`config.mk`:
```
export PLATFORM = sky130hd
export DESIGN_NAME = fetch_stage
export DESIGN_NICKNAME = d
export VERILOG_FILES = /design/src/rtl/fetch_stage.sv
export SDC_FILE = /design/constraint.sdc
export NUM_CORES = 1
export LEC_CHECK = 0
export ABC_AREA = 1
export ABC_CLOCK_PERIOD_IN_PS = 1250
export BUFFER_PORTS_ARGS = -buffer_cell sky130_fd_sc_hd__buf_2
export CORE_ASPECT_RATIO = 1.5
export CORE_MARGIN = 8
export CORE_UTILIZATION = 44
export CTS_CLUSTER_SIZE = 40
export DETAILED_ROUTE_END_ITERATION = 16
export GPL_ROUTABILITY_DRIVEN = 0
export GPL_TIMING_DRIVEN = 0
export PLACE_DENSITY_LB_ADDON = 0.12
export SETUP_SLACK_MARGIN = 0.02
export SLEW_MARGIN = 20
export SYNTH_ARGS = -nofsm -noshare
export SYNTH_HDL_FRONTEND = slang
export SYNTH_SLANG_ARGS = --single-unit
```
`constraint.sdc`:
```
create_clock -name clk -period 1.25 [get_ports clk]
set_input_delay 0.125 -clock clk [delete_from_list [all_inputs] [get_ports clk]]
set_output_delay 0.125 -clock clk [all_outputs]
set_load 0.05 [all_outputs]
```
`src/rtl/fetch_stage.sv`:
```
// ---------------------------------------------------------------------------
// fetch_stage
//   Instruction fetch stage in front of the opcode decoder. Owns the PC, runs
//   a req/ready handshake to instruction memory and holds one fetched
//   instruction in the IF/ID register. Handles branch/jump redirects and
//   parks in HALT after fetching a HALT opcode (5'b00000).
//
//   Optional feature: define FETCH_SKID_EN to add a one-entry skid buffer
//   that keeps a response that arrives while the IF/ID slot is busy, instead
//   of discarding it and fetching the same address again.
//
// Ports
//   clk            clock
//   rst            asynchronous, active-high reset
//   o_imem_req     memory request, high only in REQ
//   o_imem_addr    request address (= pc), stable while o_imem_req=1
//   i_imem_ready   response valid this cycle
//   i_imem_rdata   fetched instruction
//   i_redirect     taken branch/jump from downstream, highest priority
//   i_redirect_pc  new fetch address
//   i_stall        decode cannot accept the held instruction this cycle
//   o_if_valid     IF/ID register holds a live instruction
//   o_if_instr     held instruction
//   o_if_pc        address of o_if_instr
//   o_if_pc_inc    o_if_pc + 2 (link / branch base)
//   o_opcode       o_if_instr[15:11], feeds the decoder
//   o_halted       high in HALT
// ---------------------------------------------------------------------------
module fetch_stage #(
    parameter int              PC_W     = 16,
    parameter int              INSTR_W  = 16,
    parameter logic [PC_W-1:0] RESET_PC = '0
) (
    input  logic               clk,
    input  logic               rst,
    output logic               o_imem_req,
    output logic [PC_W-1:0]    o_imem_addr,
    input  logic               i_imem_ready,
    input  logic [INSTR_W-1:0] i_imem_rdata,
    input  logic               i_redirect,
    input  logic [PC_W-1:0]    i_redirect_pc,
    input  logic               i_stall,
    output logic               o_if_valid,
    output logic [INSTR_W-1:0] o_if_instr,
    output logic [PC_W-1:0]    o_if_pc,
    output logic [PC_W-1:0]    o_if_pc_inc,
    output logic [4:0]         o_opcode,
    output logic               o_halted
);

    localparam logic [INSTR_W-1:0] NOP_INSTR = INSTR_W'(16'h0800);
    localparam logic [4:0]         OP_HALT   = 5'b00000;

    typedef enum logic [1:0] {
        ST_IDLE  = 2'd0,
        ST_REQ   = 2'd1,
        ST_DRAIN = 2'd2,
        ST_HALT  = 2'd3
    } state_t;

    state_t             r_state;
    state_t             w_state_nxt;
    logic [PC_W-1:0]    r_pc;
    logic               r_if_valid;
    logic [INSTR_W-1:0] r_if_instr;
    logic [PC_W-1:0]    r_if_pc;

    logic               w_consume;
    logic               w_slot_free;
    logic               w_rdata_halt;
    logic               w_load;
    logic               w_pc_adv;
    logic               w_skid_valid;

`ifdef FETCH_SKID_EN
    logic               r_skid_valid;
    logic [INSTR_W-1:0] r_skid_instr;
    logic [PC_W-1:0]    r_skid_pc;
    logic               w_skid_cap;

    assign w_skid_valid = r_skid_valid;
`else
    assign w_skid_valid = 1'b0;
`endif

    assign w_consume    = r_if_valid && !i_stall;
    assign w_slot_free  = !r_if_valid || w_consume;
    assign w_rdata_halt = (i_imem_rdata[INSTR_W-1 -: 5] == OP_HALT);

    // Next-state and datapath strobes. Redirect is applied last so it
    // overrides every load, PC advance and state change decided above it.
    always_comb begin
        w_state_nxt = r_state;
        w_load      = 1'b0;
        w_pc_adv    = 1'b0;
`ifdef FETCH_SKID_EN
        w_skid_cap  = 1'b0;
`endif
        case (r_state)
            ST_IDLE: begin
                // A pending skid entry must drain before the next fetch
                if (w_slot_free && !w_skid_valid) begin
                    w_state_nxt = ST_REQ;
                end
            end
            ST_REQ: begin
                if (i_imem_ready) begin
                    if (w_slot_free) begin
                        w_load      = 1'b1;
                        w_pc_adv    = 1'b1;
                        w_state_nxt = w_rdata_halt ? ST_HALT : ST_IDLE;
                    end else begin
`ifdef FETCH_SKID_EN
                        w_skid_cap  = 1'b1;
                        w_pc_adv    = 1'b1;
                        w_state_nxt = w_rdata_halt ? ST_HALT : ST_IDLE;
`else
                        // Response thrown away; pc unchanged so it is re-fetched
                        w_state_nxt = ST_IDLE;
`endif
                    end
                end
            end
            ST_DRAIN: begin
                if (i_imem_ready) begin
                    w_state_nxt = ST_IDLE;
                end
            end
            ST_HALT: begin
                w_state_nxt = ST_HALT;
            end
            default: begin
                w_state_nxt = ST_IDLE;
            end
        endcase

        if (i_redirect) begin
            w_load   = 1'b0;
            w_pc_adv = 1'b0;
`ifdef FETCH_SKID_EN
            w_skid_cap = 1'b0;
`endif
            // A request already seen by memory still owes a response; wait it out
            if ((r_state == ST_REQ || r_state == ST_DRAIN) && !i_imem_ready) begin
                w_state_nxt = ST_DRAIN;
            end else begin
                w_state_nxt = ST_IDLE;
            end
        end
    end

    always_ff @(posedge clk or posedge rst) begin
        if (rst) begin
            r_state <= ST_IDLE;
        end else begin
            r_state <= w_state_nxt;
        end
    end

    always_ff @(posedge clk or posedge rst) begin
        if (rst) begin
            r_pc <= RESET_PC;
        end else if (i_redirect) begin
            r_pc <= i_redirect_pc;
        end else if (w_pc_adv) begin
            r_pc <= r_pc + PC_W'(2);
        end
    end

    always_ff @(posedge clk or posedge rst) begin
        if (rst) begin
            r_if_valid <= 1'b0;
            r_if_instr <= NOP_INSTR;
            r_if_pc    <= '0;
        end else if (i_redirect) begin
            r_if_valid <= 1'b0;
        end else if (w_load) begin
            r_if_valid <= 1'b1;
            r_if_instr <= i_imem_rdata;
            r_if_pc    <= r_pc;
        end else if (w_consume) begin
`ifdef FETCH_SKID_EN
            if (r_skid_valid) begin
                r_if_valid <= 1'b1;
                r_if_instr <= r_skid_instr;
                r_if_pc    <= r_skid_pc;
            end else begin
                r_if_valid <= 1'b0;
            end
`else
            r_if_valid <= 1'b0;
`endif
        end
    end

`ifdef FETCH_SKID_EN
    // Capture only happens with the slot busy (no consume), so it never
    // collides with the skid draining into IF/ID.
    always_ff @(posedge clk or posedge rst) begin
        if (rst) begin
            r_skid_valid <= 1'b0;
            r_skid_instr <= '0;
            r_skid_pc    <= '0;
        end else if (i_redirect) begin
            r_skid_valid <= 1'b0;
        end else if (w_skid_cap) begin
            r_skid_valid <= 1'b1;
            r_skid_instr <= i_imem_rdata;
            r_skid_pc    <= r_pc;
        end else if (w_consume && r_skid_valid) begin
            r_skid_valid <= 1'b0;
        end
    end
`endif

    assign o_imem_req  = (r_state == ST_REQ);
    assign o_imem_addr = r_pc;
    assign o_if_valid  = r_if_valid;
    assign o_if_instr  = r_if_instr;
    assign o_if_pc     = r_if_pc;
    assign o_if_pc_inc = r_if_pc + PC_W'(2);
    assign o_opcode    = r_if_instr[INSTR_W-1 -: 5];
    assign o_halted    = (r_state == ST_HALT);

endmodule
```
* After elaboration in Yosys (flattened, before gate mapping) *
Cells that the tools add are included.

word-level totals
  input port bits = 37
  word-level logic and storage cells = 44
  output and inout port bits = 72
  flip-flop bits (word level) = 51

operators by class
  reductions and logical operators = 13
  bitwise operators = 1
  eq/ne operators = 6
  muxes and demuxes = 17
  add/subtract/negate cells = 2

operator list
  cell                   count
  $add 16x2->16 const B  2
  $mux 16                2
  $mux 2                 7
  $pmux 2 s4             1
  $mux 1                 7
  $ne 3x3->1 const B     2
  $logic_not 5->1        1
  $eq 2x2->1 const B     2
  $logic_not 1->1        3
  $ne 3x1->1 const B     1
  $reduce_and 3->1       1
  $reduce_bool 3->1      1
  $eq 2x1->1 const B     1
  $logic_and 1x1->1      2
  $logic_not 2->1        1
  $logic_or 1x1->1       2
  $reduce_and 2->1       1
  $reduce_bool 2->1      1
  $not 1->1              1

* Longest topological paths before layout *
Gate-level depths: netlist (run 1).

  word-level depth = 9
  gate-level depth with buffers = 9
  mapped depth without buffers = 9

* Least setup slack after synthesis (run 1) *
No wires, ideal clock.

  kind = reg-to-output
  start = reg r_if_pc[2], in the netlist o_if_pc[2]
  end = out o_if_pc_inc[11]
  slack = -0.987 ns
  cell stages (with the launch flop) = 7
  path buffers = 0
  arrival = 2.112 ns
  path through = dfrtp_1 > ha_1 > nand3_1 > inv_1 > nand2_1 > nor2_1 > xor2_1

between the ends
  cells in the longest elaborated chain, start to end = 1

ends and longest elaborated chain
  element                 RTL line  RTL
  from (decl)             66        logic [PC_W-1:0] r_if_pc;
  from (signal assigned)  180       r_if_pc <= r_pc;
  $add 16x2->16           221       assign o_if_pc_inc = r_if_pc + PC_W'(2);
  to (decl)               46        output logic [PC_W-1:0] o_if_pc_inc,

No other way between the ends.

* Worst setup path after layout (run 1) *
  start = reg r_if_pc[7], in the netlist o_if_pc[7]
  end = out o_if_pc_inc[12]

Same word-level chain as after synthesis.

==> results of run 1 <==
[Yosys cell counts]
library cell / n / area, um^2
nand4_1: 5 / 31.3
buf_2: 6 / 30.0
nand3b_1: 2 / 15.0
nand3_2: 4 / 40.0
nor2_1: 34 / 128
ha_1: 6 / 75.1
inv_2: 3 / 11.3
o211ai_1: 5 / 37.5
buf_6: 1 / 11.3
nor2_2: 4 / 25.0
o21ai_1: 2 / 10.0
nand3_1: 16 / 80.1
o21bai_1: 2 / 15.0
nand2_1: 129 / 484
a31oi_1: 1 / 6.26
buf_4: 8 / 60.1
or2_2: 1 / 6.26
dfstp_2: 1 / 26.3
dfrtp_1: 50 / 1250
xnor2_1: 2 / 17.5
nor3_1: 5 / 25.0
clkbuf_1: 1 / 3.75
a21oi_1: 9 / 45.0
nand2_2: 1 / 6.26
o21ai_0: 20 / 100
xor2_1: 13 / 114
inv_1: 29 / 109
[cell families after synthesis]
family	count (synthesis)	share of synthesized area, %
buffers and inverters	48	8.15
AOI/OAI and AO/OA	39	7.74
DFF	51	46.2
and+or+nand+nor	201	30.4
xor gates and xnor gates	15	4.75
adders and majority gates	6	2.72
[worst paths after layout]
check                                      start              end  slack, ps  depth (start not counted)
worst max-delay path                  o_if_pc[7]  o_if_pc_inc[12]       -520                          6
worst min-delay path            i_imem_rdata[10]   o_if_instr[10]         10                          3
worst max register to register        r_state[1]  o_imem_addr[15]       -210                          8
worst min register to register     o_if_instr[0]    o_if_instr[0]        500                          2
max in group asynchronous                    rst   o_if_instr[11]        300                          4
min in group asynchronous                    rst   o_if_instr[13]        380                          3
[cell type report]
cell class / count / area (um^2) / share of cell area (%)
multi-input cells: 261 / 2080 / 39.9
flip-flops and latches: 51 / 1310 / 25.2
repair buffers: 157 / 1300 / 25.0
plain buffers: 16 / 174 / 3.34
inverters: 32 / 140 / 2.69
well taps: 74 / 92.6 / 1.78
clock buffers: 7 / 76.3 / 1.47
clock inverters: 1 / 30.0 / 0.577
[layer usage]
| metal | vias to the layer above | track usage, % |
|---|---|---|
| li1 | 1452 | - |
| met1 | 1500 | 21.1 |
| met2 | 105 | 39.5 |
| met3 | 21 | 5.24 |
| met4 | 0 | 8.50 |
| met5 | - | 0 |
[power groups by stage]
stage	clock network, mW	logic (mW)	registers, mW
after floorplan	0	3.42	5.27
after global placement	0	6.93	3.14
after detailed placement	0	7.04	3.17
after CTS	1.17	8.73	3.12
after global routing	1.22	10.2	3.34
final	1.16	9.66	3.26
[critical path: cells and delay by family, from the launching register on]
kind / cells / cell delay [ps]
flops: 1 / 450
simple gates: 4 / 570
xor+xnor: 1 / 150
buf+inv: 1 / 170
[stage by stage]
stage,setup TNS [ps],cells
floorplan,-9990,360
global placement,-7400,542
detailed placement,-7920,543
CTS,-10100,586
global route,-16550,599
finish,-12440,599
[flip-flops by register name, indices dropped and copies added (netlist names)]
signal       cells
o_imem_addr     16
r_state          2
o_if_instr      16
o_if_pc         16
o_if_valid       1
[timing repair]
item                       in CTS  in global routing
hold buffers                    1                  0
hold endpoints to repair       21                  0
gates resized for setup       136                 88
setup buffers                  29                 12
setup endpoints to repair      68                 79
pin swaps                      23                 26
gates cloned                    5                  2
==> impl_metrics.json, run 1 <==
{
  "period_share_pct": 142,
  "critPathArrivalTime_ps": 1650,
  "syn_nets": 403,
  "critical_path.slowest_cell": "dfrtp_2",
  "layout.cells.most_common": "buf_2",
  "max-clock-path-buffers": 2,
  "full_die_area_um2": 9130,
  "design.final.nets": 567,
  "route.met3.wl_um": 572,
  "via_count_of_the_first_global_routing_pass": 3221,
  "comb_power_share_pct": 68.6,
  "areaGrowthSynthToFinish_pct": 88.3,
  "grt_util_all_layers_pct": 21.2,
  "syn-mean-instance-area_um2": 7.68,
  "sw_frac_of_total_pct": 54.0,
  "violations": "negative setup slack",
  "final_layout_size_suffix_gt1_share_pct": 66.5,
  "syn-instance-count": 360,
  "max_slew.worst_pin.slew_ps": 503,
  "timing.slew.headroom_pct": 66.4,
  "criticalPathCategory": "reg2out",
  "floorplan.die.width_um": 80.7,
  "yosysWarnings": 0,
  "setup_viol": 67,
  "start_util_pct": 45.1,
  "cp_slowest_stage_delay_ps": 450,
  "largest_net_degree_at_the_start_of_global_routing": 31,
  "worst_setup_path_start_kind": "flip-flop",
  "global_route_congestion_overflow_total": 0,
  "crit_required_ps": 1120,
  "power_per_cell_area_nw_per_um2": 2710,
  "drt_pre_antenna_iters": 5,
  "final-max-slew-violation-count": 0,
  "stdcell_area_um2": 5200,
  "htree_num_levels": 2,
  "fin_util_pct": 84.9,
  "clockRootBuffer": "clkbuf_8",
  "number_of_buffers_inserted_during_clock_tree_synthesis": 5,
  "critical_path_peak_fanout": 5,
  "port-buffer-count": 108,
  "vias": 3078,
  "power.clock.fraction_pct": 8.2,
  "hold_path_class": "in2reg",
  "route.final.wire_length_um": 10400,
  "p_total_mw": 14.1,
  "holdWs_ps": 14.6,
  "ir_worst_vdd_mv": 2.25,
  "route.layer.met1.wl_um": 3500,
  "crit_chain": "nand2_4 > nor3_4 > nand2_2 > nor2_4 > xor2_4 > buf_6",
  "switchingPower_mw": 7.61,
  "seq_area_frac_synth_pct": 46.2,
  "post_dp_cell_area_um2": 3850,
  "wire_length_of_the_first_global_routing_pass_um": 15200,
  "routed_wire_length_per_instance_um": 17.3,
  "skew_ps": 13.2,
  "clock.fmax_mhz": 563,
  "status": "complete, but fails checks",
  "post-route-drc-count": 0,
  "synth_area_um2": 2760,
  "core_area_um2": 6130,
  "hold_violations": 0,
  "p_seq_share_pct": 23.2,
  "detail-route-antenna-nets": 0,
  "max_cap_violations": 0,
  "end_kind": "output pin",
  "cts_tree": "built",
  "period_minus_slack_ps": 1770,
  "fillCellCount": 339,
  "final_critical_path_setup_slack_ps": -525,
  "detail_route.iter0.violations": 174,
  "worst_skew_pair.late_latency_ps": 310,
  "leading_cell_types_in_the_layout_fill_and_taps_excluded": "buf_2, nand2_1, nand2_2",
  "floorplan.die.height_um": 113,
  "wl_met2_um": 6020,
  "number_of_cell_rows": 35,
  "antenna_violations_before_repair": 0,
  "unrepaired_setup_endpoints_after_global_routing": "yes",
  "i_o_pin_count": 109,
  "tritoncts_num_sinks": 51,
  "ys_seq_elements": 51,
  "pre_cts_setup_slack_ps": -363,
  "internal_power_mw": 6.47,
  "yosysUniqueCellTypes": 27,
  "worst_setup_hold_path_clk_slew_ps": 100,
  "route.top_layer_used": "met4",
  "power.static_leakage_nw": 2.47,
  "dp_hpwl_um": 6620,
  "num_antenna_cells": 0,
  "route.detailed.vias_per_inst": 5.14
}
Power figures use the tool's default switching activity.
==> inputs of run 2 (changes only) <==
--- a/config.mk
+++ b/config.mk
@@ -9,13 +9,12 @@
 export ABC_CLOCK_PERIOD_IN_PS = 1250
 export BUFFER_PORTS_ARGS = -buffer_cell sky130_fd_sc_hd__buf_2
 export CORE_ASPECT_RATIO = 1.5
-export CORE_MARGIN = 8
 export CORE_UTILIZATION = 44
 export CTS_CLUSTER_SIZE = 40
 export DETAILED_ROUTE_END_ITERATION = 16
 export GPL_ROUTABILITY_DRIVEN = 0
 export GPL_TIMING_DRIVEN = 0
-export PLACE_DENSITY_LB_ADDON = 0.12
+export PLACE_DENSITY = 0.77
 export SETUP_SLACK_MARGIN = 0.02
 export SLEW_MARGIN = 20
 export SYNTH_ARGS = -nofsm -noshare
==> impl_metrics.json, run 2 (same netlist as run 1, synthesis figures left out) <==
{
  "layout.cells.most_common": "buf_2",
  "clockRootBuffer": "clkbuf_8",
  "core_area_um2": 6090,
  "cp.buffers_inverters": 1,
  "route.final.wire_length_um": 9980,
  "timing.slew.headroom_pct": 62.6,
  "critPathArrivalTime_ps": 1630,
  "regToRegSetupSlack_ps": -270,
  "max-clock-path-buffers": 2,
  "antenna_violations_before_repair": 0,
  "violations": "negative setup slack",
  "period_share_pct": 141,
  "htree_num_levels": 2,
  "dp_hpwl_um": 5660,
  "count_of_non_filler_cells_in_the_finished_layout": 603,
  "largest_net_degree_at_the_start_of_global_routing": 52,
  "skew_ps": 8.54,
  "unrepaired_setup_endpoints_after_global_routing": "yes",
  "wire_length_of_the_first_global_routing_pass_um": 14200,
  "max_slew.worst_pin.slew_ps": 560,
  "num_antenna_cells": 0,
  "worst_r2r_endpoint": "o_imem_addr[10]",
  "detail_route.iter0.violations": 115,
  "floorplan.die.height_um": 99.1,
  "regToRegStartpoint": "r_state[1]",
  "worst_skew_pair.late_latency_ps": 310,
  "vias": 3188,
  "worstHoldPathCells": 3,
  "crit_required_ps": 1120,
  "route.detailed.vias_per_inst": 5.29,
  "grt_util_all_layers_pct": 28.2,
  "setup_viol": 67,
  "leading_cell_types_in_the_layout_fill_and_taps_excluded": "buf_2, nand2_1, nand2_2",
  "critical_path_depth": 6,
  "port-buffer-count": 108,
  "period_minus_slack_ps": 1760,
  "cp-startpoint": "o_if_pc[1]",
  "cell_type_group_with_the_largest_total_delay_on_the_critical_path": "flip-flops",
  "power.static_leakage_nw": 2.51,
  "criticalPathCategory": "reg2out",
  "cts_tree": "built",
  "p_total_mw": 13.8,
  "routed_wire_length_per_instance_um": 16.5,
  "cp_slowest_stage_delay_ps": 440,
  "crit_chain": "ha_4 > nand3_4 > nor2_4 > nand3_4 > xor2_4 > buf_6",
  "floorplan.die.width_um": 66.7,
  "hold_violations": 0,
  "critical-path-top-cell-by-count": "nand3_4",
  "max_cap_violations": 0,
  "number_of_cell_rows": 35,
  "global_route_congestion_overflow_total": 0,
  "critical_path_peak_fanout": 4,
  "tritoncts_num_sinks": 51,
  "final_layout_size_suffix_gt1_share_pct": 69.0,
  "start_util_pct": 45.4,
  "number_of_buffers_inserted_during_clock_tree_synthesis": 5,
  "worst_setup_path_endpoint": "o_if_pc_inc[15]",
  "full_die_area_um2": 6610,
  "fillCellCount": 317,
  "worst_setup_hold_path_clk_slew_ps": 100,
  "clock.fmax_mhz": 569,
  "via_count_of_the_first_global_routing_pass": 3074,
  "worst_setup_path_start_kind": "flip-flop",
  "hold_path_class": "in2reg",
  "ir_worst_vdd_mv": 1.94,
  "final-max-slew-violation-count": 0,
  "timing.reg2reg.worst_path_depth": 8,
  "i_o_pin_count": 109,
  "drt_pre_antenna_iters": 4,
  "areaGrowthSynthToFinish_pct": 88.3,
  "final_critical_path_setup_slack_ps": -508,
  "detail-route-antenna-nets": 0,
  "end_kind": "output pin",
  "post-place-cells": 542,
  "post-route-drc-count": 0,
  "design.final.nets": 571,
  "critical_path.slowest_cell": "dfrtp_2",
  "status": "complete, but fails checks",
  "power_per_cell_area_nw_per_um2": 2660
}
run 2: changes by cell type in the layout (fill, tap and decap cells not counted), sizes merged:
cell,delta
buf,+6
clkbuf,-2
bufinv,-1
clkinv,+1
clkinvlp,-1
inv,+1
run 2: stage by stage:
step	TNS (ps)	setup WS [ps]	hold WS (ps)	utilization [%]	instance area, um^2
finish	-14050	-508	13.6	85.5	5200
global route	-18520	-572	11.4	85.5	5200
CTS	-10390	-529	12.2	77.0	4680
detailed placement	-8510	-346	329	63.0	3830
global placement	-6920	-324	325	63.0	3830
floorplan	-9990	-418	172	-	3200
run 2: report_power, final:
| group | internal (mW) | switching [mW] |
|---|---|---|
| registers | 2.37 | 0.793 |
| logic | 3.48 | 6.18 |
| clock network | 0.448 | 0.559 |
run 2: area by class of cell:
class / instances / area (um^2) / share of cell area [%]
buffer: 16 / 174 / 3.34
clock buffer: 7 / 86.3 / 1.66
clock inverter: 1 / 5.00 / 0.0962
inverter: 32 / 136 / 2.62
multi-input combinational: 261 / 2090 / 40.2
sequential: 51 / 1310 / 25.2
tap: 74 / 92.6 / 1.78
timing repair buffer: 161 / 1300 / 25.0
run 2: how the worst min path moves through the flow:
stage / start / end / slack [ps]
5_1_grt: i_imem_rdata[7] / o_if_instr[7] / 10
6_report: i_imem_rdata[0] / o_if_instr[0] / 10
3_5_place_dp: i_redirect_pc[0] / o_imem_addr[0] / 330
4_1_cts: i_imem_rdata[10] / o_if_instr[10] / 10
3_3_place_gp: i_imem_rdata[0] / o_if_instr[0] / 320
2_1_floorplan: rst / o_if_instr[0] / 170
run 2: routing by layer:
layer  up-vias  global-route usage [%]  routed length [um]
li1       1464                       -                   -
met1      1552                    29.8                3400
met2       141                    53.8                5720
met3        31                    4.17                 485
met4         0                    10.3                 371
met5         -                       0                   0
run 2: what timing repair did:
item,in CTS,in global routing
buffers inserted,34,15
gates resized for setup,128,108
hold buffers,0,1
hold endpoints to repair,0,24
cloned,4,2
endpoints found under the setup margin,69,77
pin swaps,25,44
run 2: worst min-delay path, delay by kind of cell:
| family | cells | cell delay, ps |
|---|---|---|
| buffers and inverters | 1 | 80 |
| and+or+nand+nor | 2 | 80 |
